[src/rtl/xy2_point_feeder.sv]
// xy2_point_feeder: point scheduler in front of the XY2-100 galvo transmitter.
// It buffers 16-bit position words in a FIFO and launches one transmitter
// frame per word, no more often than once every FRAME_CYCLES clocks.
// Completion is tracked through the transmitter's done flag: done must fall
// and then rise again before a frame counts as complete.
//
// Optional feature (compile-time macro XY2_HOLD_LAST_EN):
//   defined   - when the FIFO runs dry, the last word is re-sent so the
//               galvo frame stream stays continuous (Underrun still sets).
//   undefined - when the FIFO runs dry, no frame is launched; Underrun sets.
//
// Ports:
//   Clk, Rst_n             clock; asynchronous active-low reset
//   Enable                 1 = frames may be launched; 0 = finish current, hold
//   Pt_Data/Valid/Ready    input point stream (push on Pt_Valid && Pt_Ready)
//   Send_Data, Send_Start  word and one-cycle launch pulse to the transmitter
//   Send_Done              transmitter idle flag
//   Fifo_Level             number of buffered words
//   Frame_Tick             one-cycle pulse when a frame completes
//   Underrun, Err_Timeout  sticky status flags; Clr_Err clears both
module xy2_point_feeder #(
  parameter int unsigned FIFO_DEPTH   = 16,
  parameter int unsigned ADDR_W       = 4,
  parameter int unsigned FRAME_CYCLES = 400,
  parameter int unsigned BUSY_TIMEOUT = 8
) (
  input  logic            Clk,
  input  logic            Rst_n,
  input  logic            Enable,
  input  logic [15:0]     Pt_Data,
  input  logic            Pt_Valid,
  output logic            Pt_Ready,
  output logic [15:0]     Send_Data,
  output logic            Send_Start,
  input  logic            Send_Done,
  output logic [ADDR_W:0] Fifo_Level,
  output logic            Frame_Tick,
  output logic            Underrun,
  output logic            Err_Timeout,
  input  logic            Clr_Err
);

  localparam int unsigned     PC_W     = (FRAME_CYCLES > 1) ? $clog2(FRAME_CYCLES) : 1;
  localparam logic [PC_W-1:0] PC_MAX   = PC_W'(FRAME_CYCLES - 1);
  localparam int unsigned     BC_W     = $clog2(BUSY_TIMEOUT + 1);
  localparam logic [BC_W-1:0] BC_MAX   = BC_W'(BUSY_TIMEOUT - 1);
  localparam logic [ADDR_W:0] LVL_FULL = (ADDR_W + 1)'(FIFO_DEPTH);

  typedef enum logic [1:0] {
    IDLE,
    WAIT_BUSY,
    WAIT_DONE
  } state_t;

  state_t            state, state_nxt;
  logic [15:0]       mem [FIFO_DEPTH];
  logic [ADDR_W-1:0] wr_ptr, rd_ptr;
  logic [ADDR_W:0]   level_nxt;
  logic [PC_W-1:0]   pc;
  logic [BC_W-1:0]   bc;
  logic              have_last;

  logic push, pop, pacer_ok, fifo_empty, launch_ok;
  logic start_nxt, tick_nxt, underrun_set, timeout_set;

  assign push       = Pt_Valid && Pt_Ready;
  assign pacer_ok   = (pc == PC_MAX);
  assign fifo_empty = (Fifo_Level == '0);
  assign launch_ok  = Enable && pacer_ok && Send_Done;

  // Next-state and control decode.
  always_comb begin
    state_nxt    = state;
    pop          = 1'b0;
    start_nxt    = 1'b0;
    tick_nxt     = 1'b0;
    underrun_set = 1'b0;
    timeout_set  = 1'b0;
    case (state)
      IDLE: begin
        if (launch_ok) begin
          if (!fifo_empty) begin
            pop       = 1'b1;
            start_nxt = 1'b1;
            state_nxt = WAIT_BUSY;
          end else if (have_last) begin
            underrun_set = 1'b1;
`ifdef XY2_HOLD_LAST_EN
            // Send_Data is left untouched, so the last word goes out again.
            start_nxt = 1'b1;
            state_nxt = WAIT_BUSY;
`endif
          end
        end
      end
      WAIT_BUSY: begin
        // Done is still high from the previous frame for a cycle after the
        // start; only its fall proves the transmitter took the frame.
        if (!Send_Done) begin
          state_nxt = WAIT_DONE;
        end else if (bc == BC_MAX) begin
          timeout_set = 1'b1;
          state_nxt   = IDLE;
        end
      end
      WAIT_DONE: begin
        if (Send_Done) begin
          tick_nxt  = 1'b1;
          state_nxt = IDLE;
        end
      end
      default: state_nxt = IDLE;
    endcase
  end

  always_comb begin
    level_nxt = Fifo_Level;
    if (push && !pop) begin
      level_nxt = Fifo_Level + (ADDR_W + 1)'(1);
    end else if (!push && pop) begin
      level_nxt = Fifo_Level - (ADDR_W + 1)'(1);
    end
  end

  always_ff @(posedge Clk or negedge Rst_n) begin
    if (!Rst_n) begin
      state <= IDLE;
    end else begin
      state <= state_nxt;
    end
  end

  // Storage carries no reset; level and pointers define what is valid.
  always_ff @(posedge Clk) begin
    if (push) begin
      mem[wr_ptr] <= Pt_Data;
    end
  end

  always_ff @(posedge Clk or negedge Rst_n) begin
    if (!Rst_n) begin
      wr_ptr      <= '0;
      rd_ptr      <= '0;
      Fifo_Level  <= '0;
      Pt_Ready    <= 1'b0;
      Send_Data   <= '0;
      Send_Start  <= 1'b0;
      Frame_Tick  <= 1'b0;
      have_last   <= 1'b0;
      pc          <= PC_MAX;
      bc          <= '0;
      Underrun    <= 1'b0;
      Err_Timeout <= 1'b0;
    end else begin
      Send_Start <= start_nxt;
      Frame_Tick <= tick_nxt;
      Fifo_Level <= level_nxt;
      // Taken from the next level so a full FIFO never advertises space.
      Pt_Ready   <= (level_nxt != LVL_FULL);

      if (push) begin
        wr_ptr <= wr_ptr + ADDR_W'(1);
      end
      if (pop) begin
        Send_Data <= mem[rd_ptr];
        rd_ptr    <= rd_ptr + ADDR_W'(1);
        have_last <= 1'b1;
      end

      if (start_nxt) begin
        pc <= '0;
      end else if (pc != PC_MAX) begin
        pc <= pc + PC_W'(1);
      end

      if (start_nxt) begin
        bc <= '0;
      end else if (state == WAIT_BUSY && bc != BC_MAX) begin
        bc <= bc + BC_W'(1);
      end

      if (underrun_set) begin
        Underrun <= 1'b1;
      end else if (Clr_Err) begin
        Underrun <= 1'b0;
      end

      if (timeout_set) begin
        Err_Timeout <= 1'b1;
      end else if (Clr_Err) begin
        Err_Timeout <= 1'b0;
      end
    end
  end

endmodule
[config.mk]
export PLATFORM = sky130hd
export DESIGN_NAME = xy2_point_feeder
export DESIGN_NICKNAME = d
export VERILOG_FILES = /design/src/rtl/xy2_point_feeder.sv
export SDC_FILE = /design/constraint.sdc
export NUM_CORES = 1
export LEC_CHECK = 0
export CORE_MARGIN = 1
export CORE_UTILIZATION = 59
export CTS_BUF_LIST = sky130_fd_sc_hd__clkbuf_2 sky130_fd_sc_hd__clkbuf_4 sky130_fd_sc_hd__clkbuf_8
export DETAILED_ROUTE_END_ITERATION = 12
export DONT_BUFFER_PORTS = 1
export PLACE_DENSITY = 0.78
export SLEW_MARGIN = 20
export SYNTH_ARGS = -nofsm -noshare
export SYNTH_HDL_FRONTEND = slang
export SYNTH_SLANG_ARGS = --single-unit
[constraint.sdc]
create_clock -name Clk -period 2.8 [get_ports Clk]
set_clock_uncertainty 0.15 [all_clocks]
set_input_delay 0.7 -clock Clk [delete_from_list [all_inputs] [get_ports Clk]]
set_output_delay 0.7 -clock Clk [all_outputs]
set_load 0.05 [all_outputs]
* Yosys cells after proc, flatten, opt, wreduce, memory -nomap -nowiden
Memory sizes are Yosys's and may differ from the RTL's. A register that Yosys moved wholly into a read port is not among the register bits.
Cells that the tools add are included.
** Storage, ports and cells
- Flip-flop bits (word level) :: 34
- RAM bits :: 256
- Input port bits :: 22
- Output and inout port bits :: 26
- Word-level logic and storage cells :: 75
- Memories :: 1
** Memories
- mem :: depth 16, bits a word 16, rd ports 1, clocked after Yosys merged registers in 1, wr ports 1, RTL line 56 : logic [15:0] mem [FIFO_DEPTH];
** Cells by class
- Add/subtract/negate cells :: 6
- Equality and inequality tests :: 11
- Multiplexer cells :: 29
- Reductions and logical operators :: 16
** Operators by type and width (count)
- 9-bit two-way mux :: 2
- 1-bit two-way mux :: 17
- 4-bit by 1-bit adder with 4-bit output, second input constant :: 3
- 2-bit two-way mux :: 5
- 5-bit two-way mux :: 2
- 9-bit by 1-bit adder with 9-bit output, second input constant :: 1
- 9-bit == test, second input constant :: 1
- 9-bit inequality test, second input constant :: 1
- 4-bit two-way mux :: 2
- 2-bit nonzero test :: 4
- 1-bit logical AND :: 6
- 2-bit inequality test, second input constant :: 3
- 2-bit case mux with 3 select lines :: 1
- 5-bit by 1-bit adder with 5-bit output, second input constant :: 1
- 5-bit zero test :: 1
- 5-bit inequality test, second input constant :: 1
- 5-bit by 1-bit subtractor with 5-bit output, second input constant :: 1
- 4-bit by 3-bit == test with 1-bit output, second input constant :: 1
- 4-bit by 3-bit inequality test with 1-bit output, second input constant :: 1
- 4-bit AND reduction :: 1
- 1-bit zero test :: 3
- 3-bit inequality test, second input constant :: 1
- 2-bit by 1-bit == test with 1-bit output, second input constant :: 1
- 2-bit == test, second input constant :: 1
- 2-bit zero test :: 1

* Logic depth before layout (Yosys ltp)
- Word-level depth :: 9
- Mapped depth :: 8
- Gate-level depth less buffers :: 7

* Worst setup path after synthesis
Ideal clock, no wire load.
- Path type :: flip-flop to flip-flop
- Start point :: register Pt_Ready
- End point :: memory mem[3][0], enable pin
- Library setup time :: 0.409 ns
- Arrival :: 2.536 ns
- Slack :: -0.295 ns
- Stages on the path, launching flop included :: 5
- Clock period less this slack :: 3.095 ns
- Cell sequence :: dfrtp_1 > and2_0 > clkbuf_1 > nand2_1 > nor3_1
** Between the ends
- Word-level cells in the longest chain between the ends :: 3
** Ends and longest elaborated chain
- from (decl) :: RTL line 32 : output logic Pt_Ready,
- from (signal assigned) :: RTL line 159 : Pt_Ready <= (level_nxt != LVL_FULL);
- 1-bit logical AND :: RTL line 66 : assign push = Pt_Valid && Pt_Ready;
- 1-bit two-way mux :: RTL line 135 : if (push) begin
- 1-bit two-way mux (not written as such) :: RTL line 136 : mem[wr_ptr] <= Pt_Data;
- to (decl) :: RTL line 56
No other way between the ends.

==> key figures <==
Routing
  • Routed Antenna Nets: 0
  • Drt via density: 6.108
  • DRT Pass-1 Iters: 4
  • Wire length per cell: 25.07 um
  • Via count: 5815
  • Post-Route WL: 23870 um
  • Drt drc: 0
  • Initial drt markers: 581

Timing
  • Slew @ Worst Pin: 0.5547 ns
  • Highest clock rate: 0.3990 GHz
  • Setup violations, final: 0
  • Period utilization: 89.51%
  • Headroom to the max-slew limit: 63.02%
  • Slew Viols, Final: 0
  • Post-Route Setup TNS: 0 ns
  • Min Tclk post-route: 2.506 ns
  • Worst hold slack: 0.07227 ns
  • Final Hold Fails: 0
  • RSZ-0062 raised after global routing: no

Clocking
  • Clock buffer depth: 3
  • Sink Count: 306
  • CTS root buffer: clkbuf_8
  • CTS Buf Count: between 40 and 50
  • CTS tree: yes
  • CTS clk-pin slew, worst paths: 0.06 ns
  • CTS H-tree depth: 2
  • Worst skew pair latency: 0.55 ns

Pwr
  • Worst VDD drop: 476.9 uV
  • Leak Pwr: 0.004710 uW
  • Pint: around 9400 uW
  • Clock power share: 29.4%
  • Psw: 3846 uW
  • Sequential share of power: 47.5%
  • Power density cells: roughly 960 nW/um^2
  • Sw Share: between 20% and 30%
  • Logic pwr share: 23.1%

Hold path
  • Hold Path Class: input pin to flop
  • Hold depth: 1

Placement
  • Final GP Congestion: between 0.7 and 0.8
  • PortBufs: 0
  • DP Wirelength: 13800 um

Floorplanning
  • Die Y-Extent: roughly 150 um
  • FP Rows: 52
  • Die area: 21210 um^2
  • DIE WIDTH: 145.6 um
  • Core area: approximately 20000 um^2
  • Initial Util: about three fifths
  • # IOs: 48

Synth
  • Synth unique cells: 51
  • Async SR Flop Fraction: 16.34%
  • Syn nets: 605
  • #FFs+latches synth: between 300 and 400
  • Synth Warn #: 0
  • Area leader, netlist: edfxtp_1
  • Post-synth EDFFs: roughly 260
  • Register area share after synthesis: between 70% and 80%
  • Avg Cell Area, Syn: 21.24 um^2
  • Synthesized instance count: 573
  • Netlist Area Pre-Place: 12170 um^2
  • Ys flop type: edfxtp_1
  • Area share of the largest cell type after synthesis: 63.16%
  • Top cells by area, synth: edfxtp_1 (63%), mux4_2 (12%), dfrtp_1 (9.0%)

Critical path
  • Crit-path max FO: 18
  • Critical path launch point type: flop
  • R2R depth: 4
  • Worst EP arrival: ~2.8 ns
  • Setup crit end kind: flop
  • Setup CP Type: flop to flop
  • Worst path required time: 3.08 ns
  • Reg-to-reg slack, setup: 0.29 ns

GRT
  • Largest net degree at the start of global routing: 68
  • Vias in the first global route: 6108
  • Initial antenna violation count: 0
  • First-pass GRT wire length: 36560 um
  • GR Overflow Total: 0
  • Tot GR Track Use: 23.74%

Finish
  • Synth-to-Final Area Change: 13.34%
  • Antenna Cells: 0
  • Layout cells sized above 1: around a third
  • Final #Nets: 675
  • Most frequent cells in the layout: edfxtp_1 (256), mux4_2 (67), clkbuf_8 (58)
  • Most common cell after layout, fill and taps aside: edfxtp_1

Job
  • Maximum capacitance violations: 0

Outcome
  • Outcome: completed
-- synth_stat cells (all sizes together) (5+ instances only) --
library cell / count
o21ai: 5
dfstp: 6
mux2i: 5
mux4: 80
ha: 10
mux2: 17
nand4: 6
nand2: 16
nand2b: 5
clkbuf: 7
nor3: 9
xor2: 7
dfrtp: 44
buf: 17
xnor2: 9
nor2: 29
inv: 9
edfxtp: 256
-- metal layers --
metal,global-route usage (%),share of wire [%],vias to the layer above
met2,38.46,51,248
met4,9.579,2.7,0
met5,0,0,-
met1,31.82,39,3027
li1,-,-,2488
met3,5.298,7.7,52
-- path summary, 6_finish.rpt --
path | start | endpoint
max | rd_ptr[0] | Send_Data[0]
min | Send_Done | state[1]
max reg2reg | rd_ptr[0] | Send_Data[0]
min reg2reg | have_last | have_last
max in group asynchronous | Rst_n | pc[8]
min in group asynchronous | Rst_n | rd_ptr[3]
-- layout make-up --
cell class              count  area (um^2)
flip-flops and latches    306         8951
fillers                  1239         6440
repair buffers             46        442.9
multi-input cells         232         2995
clock inverters            10        77.57
inverters                   9        33.78
clock buffers              79        955.9
well taps                 270        337.8
-- sequential cells by signal, summed over array words and instances, names as in the netlist --
name	count
bc	4
Pt_Ready	1
Fifo_Level	5
pc	9
Underrun	1
wr_ptr	4
Send_Start	1
mem	256
have_last	1
rd_ptr	4
state	2
Err_Timeout	1
Send_Data	16
Frame_Tick	1
-- power groups by stage --
| stage | sequential (uW) | clock [uW] | combinational (uW) |
|---|---|---|---|
| after floorplan | 6330 | 0 | 2280 |
| after global placement | 6350 | 0 | 2930 |
| after detailed placement | 6390 | 0 | 3050 |
| after CTS | 6310 | 3970 | 3100 |
| after global routing | 6370 | 4160 | 3300 |
| final | 6300 | 3900 | 3070 |
-- worst max-delay path: stages (launching register included) --
cell	delay, ns
dfrtp_4	0.68
buf_12	0.23
mux4_1	0.58
mux4_2	0.47
mux2_2	0.28
-- what timing repair did --
action / CTS / global route
hold buffers: 2 / 0
endpoints found under the hold margin: 50 / 0
resized for setup: 0 / 0
setup endpoints to repair: 0 / 0
buffers inserted: 0 / 0
-- logic make-up (layout without fill, tap and decap cells) --
logic type,after synthesis,count (layout),synth area share (%)
compound gates,15,15,0.7403
buf+inv,35,144,2.149
xor+xnor,16,16,1.151
simple gates,89,89,4.081
fa+ha+maj,10,10,1.028
flops,306,306,73.51
mux,102,102,17.34
-- through the flow --
stage / utilization, % / instance area [um^2] / setup WS (ns) / power (uW) / std cells
after floorplan: - / 12190 / 0.1292 / 8617 / 573
after global placement: 62.88 / 12720 / 0.3258 / 9279 / 861
after detailed placement: 62.88 / 12720 / 0.2778 / 9445 / 861
after CTS: 68.17 / 13790 / 0.2807 / 13380 / 952
after global routing: 68.17 / 13790 / 0.1499 / 13820 / 952
final: 68.17 / 13790 / 0.2938 / 13270 / 952
No activity file was read; power rests on OpenSTA's default activity.
